### config.mk
export PLATFORM = sky130hd
export DESIGN_NAME = sat_counter
export DESIGN_NICKNAME = d
export VERILOG_FILES = /design/src/rtl/sat_counter.sv
export SDC_FILE = /design/constraint.sdc
export NUM_CORES = 1
export LEC_CHECK = 0
export CAP_MARGIN = 25
export CORE_AREA = 2 2 39 41
export DETAILED_ROUTE_END_ITERATION = 16
export DIE_AREA = 0 0 41 43
export HOLD_SLACK_MARGIN = 0.08
export MAX_ROUTING_LAYER = met4
export SYNTH_ARGS = -nofsm -noshare
export SYNTH_HDL_FRONTEND = slang
export SYNTH_SLANG_ARGS = --single-unit
### constraint.sdc
create_clock -name clk -period 5.2 [get_ports clk]
set_input_delay 0.78 -clock clk [delete_from_list [all_inputs] [get_ports clk]]
set_output_delay 0.78 -clock clk [all_outputs]
set_load 0.005 [all_outputs]
### src/rtl/sat_counter.sv
// rtl/sat_counter.sv - saturating event counter with synchronous clear
module sat_counter #(
  parameter int W = 9
) (
  input  logic         clk,
  input  logic         reset,
  input  logic         clr,
  input  logic         inc,
  output logic [W-1:0] q
);

  logic [W-1:0] cnt_q;
  logic [W-1:0] cnt_d;

  always_comb begin
    cnt_d = cnt_q;
    if (clr) begin
      cnt_d = '0;
    end else if (inc && (cnt_q != '1)) begin
      cnt_d = cnt_q + W'(1);
    end
  end

  always_ff @(posedge clk or posedge reset) begin
    if (reset) begin
      cnt_q <= '0;
    end else begin
      cnt_q <= cnt_d;
    end
  end

  assign q = cnt_q;

endmodule

* Yosys cells after proc, flatten, opt, wreduce, memory -nomap -nowiden
Cells that the tools add are included.
W data, S select, Z words.
** Operators by class
- $mul :: 0
- Shift-type cells :: 0
- Magnitude comparators :: 0
- Equal/unequal tests :: 1
- Muxes and demuxes :: 2
- Div/mod/pow operators :: 0
- Bitwise logic cells :: 0
- Add/subtract/negate cells :: 1
- Reduce and logical (&&, ||, !) cells :: 2
** Operators by type and width (count)
- $mux W9 :: 2
- $add A9 B1 Y9 const B :: 1
- $ne A9 B9 Y1 const B :: 1
- $reduce_bool A2 Y1 :: 1
- $logic_and A1 B1 Y1 :: 1
** Storage, ports and cells
- Bits in registers :: 9
- Latch bits :: 0
- Logic and storage cells :: 7
- Memories :: 0
- Input port bits :: 4
- RAM bits :: 0
- Memory bits (read-only) :: 0
- Output and inout port bits :: 9

* Longest topological paths before layout
- Depth after elaboration :: 4
- Mapped depth :: 8
- Mapped depth without buffers :: 7

* Least setup slack after synthesis
Ideal clock, no wire load.
- Path kind :: reg2reg
- From :: register cnt_q[0], in the netlist q[0]
- To :: register cnt_q[5], in the netlist q[5]
- Stages on the path, launching flop included :: 9
- Library setup time :: 0.078 ns
- Arrival :: 1.824 ns
- Required time :: 5.122 ns
- Buffers on the path :: 1
- Path slack :: 3.298 ns
- Clock period less this slack :: 1.902 ns
- Cell sequence :: dfrtp_1 > ha_1 > nand3_1 > nor2_1 > ha_1 > nand2b_1 > buf_6 > or4_1 > a21oi_1
** Between the ends
- Word-level cells in the longest chain between the ends :: 3
- Elaborated cells between the ends (all ways) :: 6
- Those cells by class :: 1 x add/sub; 1 x eq/ne; 2 x mux; 2 x reduce/logical
** RTL lines
- start, declared :: RTL line 12 : logic [W-1:0] cnt_q;
- start signal, assigned :: RTL line 28 : cnt_q <= cnt_d;
- $add A9 B1 Y9 / $ne A9 B9 Y1 (equally long branches) :: RTL line 20, 19
- $mux W9 / $logic_and A1 B1 Y1 (equally long branches) :: RTL line 19 : end else if (inc && (cnt_q != '1)) begin
- $mux W9 / $reduce_bool A2 Y1 (equally long branches)
Several ways; a longest one is shown, not always the timed one. The select of a mux whose other input is x is not followed.
A chain may end at the register's enable or synchronous reset.

* Worst setup path after layout
- From :: register cnt_q[0], in the netlist q[0]
- To :: register cnt_q[7], in the netlist q[7]
The elaborated chain is that of the path after synthesis.

==> out/results.ini <==
[run_status]
outcome = complete, no violations

[drt]
drtIter0Drc = 5
drt-pass1-iter-count = 2
wl_um = 929
route.detailed.drc = 0
vias_per_cell = 5.09
num_vias = 392
wl_per_cell_um = 12.1
ant_nets = 0

[power]
switchingPower_uw = 33.0
irDropWorstVdd_mv = 0.110
power_frac_seq_pct = 52.1
p_leak_uw = 0.000253
power.density_mw_per_mm2 = 228
pwr-share-clk_pct = 38.6
swShare_pct = 23.4
p_int_uw = 108
power_frac_comb_pct = 9.3

[setup_path]
crit_arrival_ns = 2.26
cp_data_required_time_ns = 5.38
path_class = register to register
startpoint_type = register
critical_path.max_fanout = 9
crit_path_end_kind = register

[sta]
worst_slew_pin_slew_ns = 0.346
hold_viol = 0
post-route-worst-setup-slack_ns = 3.13
rsz0062_at_grt = no
fin_skew_ns = 0.00272
timing.setup.tns_ns = 0
drv_slew = 0
slew-limit-headroom_pct = 76.9
fmax_mhz = 483
fin_crit_sh_pct = 39.9
setup_viol_count_final = 0
fin_crit_ns = 2.07

[global_route]
antenna_found_initial = 0
grt_max_degree = 10
grt_pass1_vias = 395
grt_usage_pct = 13.7
grt-ovfl-total = 0
grt_pass1_wl_um = 1590

[clock_tree]
path_clk_slew_ns = 0.06
clockBufferDepth = 2
clk_latency_ns = 0.26
cts.repair_timing.setup_buffer_count = 0
clock_sinks = 9
cts_tree = yes
cts_made_buffers = 3
cts_max_level = 1
cts-root-buf = clkbuf_4
cts_resized = 0
postCtsHoldBufs = 0

[placement]
pre_cts_ws_ns = 2.90
port_buffers = 12
gp_congestion = 0.714
dp_cells = 73
hpwlAfterDp_um = 680

[layout]
final_cells = 77
areaGrowthSynthToFinish_pct = 32.4
largest_reg_flops = 9
antennaDiodeCount = 0
drive_above_1_share_pct = 6.56
fin_nets = 68
filler_cell_count = 140

[synthesis]
ys_ff_latch = 9
synth_top_area_share_pct = 48.3
ys_types = 20
syn-instance-count = 47
yosys_warnings = 0
synth.top_cells.by_area = dfrtp_1 48%, a21oi_1 5.4%, ha_1 5.4%, mux2i_1 4.3%, nor2_1 4.0%
synthesis.nets = 53
synth_top_area_cell = dfrtp_1
avgSynthCellArea_um2 = 9.93
synth_seq_area_share_pct = 48.3
syn_area_um2 = 467

[floorplanning]
row_count = 14
die_y_um = 43
fp.coreArea_mm2 = 0.00138
initial_core_util_pct = 33.7
dieArea_mm2 = 0.00176
ioPinCount = 13
die-width_um = 41

[min_path]
min_path_type = register to register

[run]
drv_cap = 0

cells in the final DEF, fill, tap and decap left out, drive strengths merged, types with 2 or more instances in the layout:
cell	n
a21oi	5
clkbuf	4
clkdlybuf4s50	12
dfrtp	9
ha	2
inv	2
mux2i	2
nand3	3
nor2	5
o21ai	3
o31ai	2
or3	3
or4	2
xor2	2
final timing paths:
kind	start	to	slack (ns)	cells after the start
max in group asynchronous	reset	q[4]	4.17	2
setup reg to reg	q[0]	q[7]	3.13	7
min in group asynchronous	reset	q[1]	0.77	2
hold reg to reg	q[8]	q[8]	0.58	2
hold / removal	q[8]	q[8]	0.58	2
setup / recovery	q[0]	q[7]	3.13	7
final cells by class:
cell class                      instances  area, µm²  area share, %
Clock buffer                            4       26.3           4.25
Sequential cell                         9        225           36.4
Timing Repair Buffer                   12        120           19.4
Tap cell                               16       20.0           3.24
Multi-Input combinational cell         34        219           35.4
Inverter                                2       7.51           1.21
worst max-delay path, stage by stage, from the launching register on:
cell      delay [ns]
dfrtp_1         0.42
ha_1            0.25
nand3_1         0.09
nor2_1          0.05
ha_1            0.19
nand2b_1        0.29
or4_1           0.56
a21oi_1         0.15
per-stage QoR:
step | total power, µW | hold slack [ns] | util, % | area, µm²
after detailed placement | 88.2 | 0.563 | 42.8 | 592
final | 141 | 0.580 | 44.7 | 618
after CTS | 144 | 0.583 | 44.7 | 618
after global placement | 87.9 | 0.559 | 42.8 | 592
after floorplan | 81.8 | 0.542 | - | 467
after global routing | 150 | 0.616 | 44.7 | 618
cell usage after synthesis, drive strengths merged:
| master | n |
|---|---|
| clkbuf | 1 |
| nand3 | 3 |
| or3 | 3 |
| nand2 | 1 |
| o31ai | 2 |
| mux2i | 2 |
| dfrtp | 9 |
| nor2 | 5 |
| o21ai | 3 |
| nand3b | 1 |
| nand4b | 1 |
| buf | 1 |
| nand2b | 1 |
| nand4 | 1 |
| ha | 2 |
| xor2 | 2 |
| inv | 2 |
| or4 | 2 |
| a21oi | 5 |
power by group through the flow:
stage / Clock (µW) / Combinational [µW] / Sequential (µW)
2_1_floorplan: 0 / 7.05 / 74.7
3_3_place_gp: 0 / 13.1 / 74.8
3_5_place_dp: 0 / 13.4 / 74.8
4_1_cts: 57.0 / 13.5 / 73.5
5_1_grt: 61.0 / 14.8 / 73.8
6_report: 54.4 / 13.2 / 73.5
cell families (layout without fill, tap and decap cells):
| kind of cell | after synthesis | count (layout) | share of synthesized area (%) |
|---|---|---|---|
| and+or+nand+nor | 18 | 18 | 21.7 |
| AOI/OAI and AO/OA | 10 | 10 | 11.8 |
| DFF | 9 | 9 | 48.3 |
| buffers and inverters | 4 | 18 | 4.83 |
| adders and majority gates | 2 | 2 | 5.36 |
| xor gates and xnor gates | 2 | 2 | 3.75 |
| muxes | 2 | 2 | 4.29 |
per-layer routing:
layer	vias up	GRT usage, %	part of all wire (%)
li1	201	-	-
met1	179	18.5	48
met2	12	18.1	47
met3	0	4.71	5.0
met4	0	6.00	0
met5	-	-	0
No activity file was read; power rests on OpenSTA's default activity.
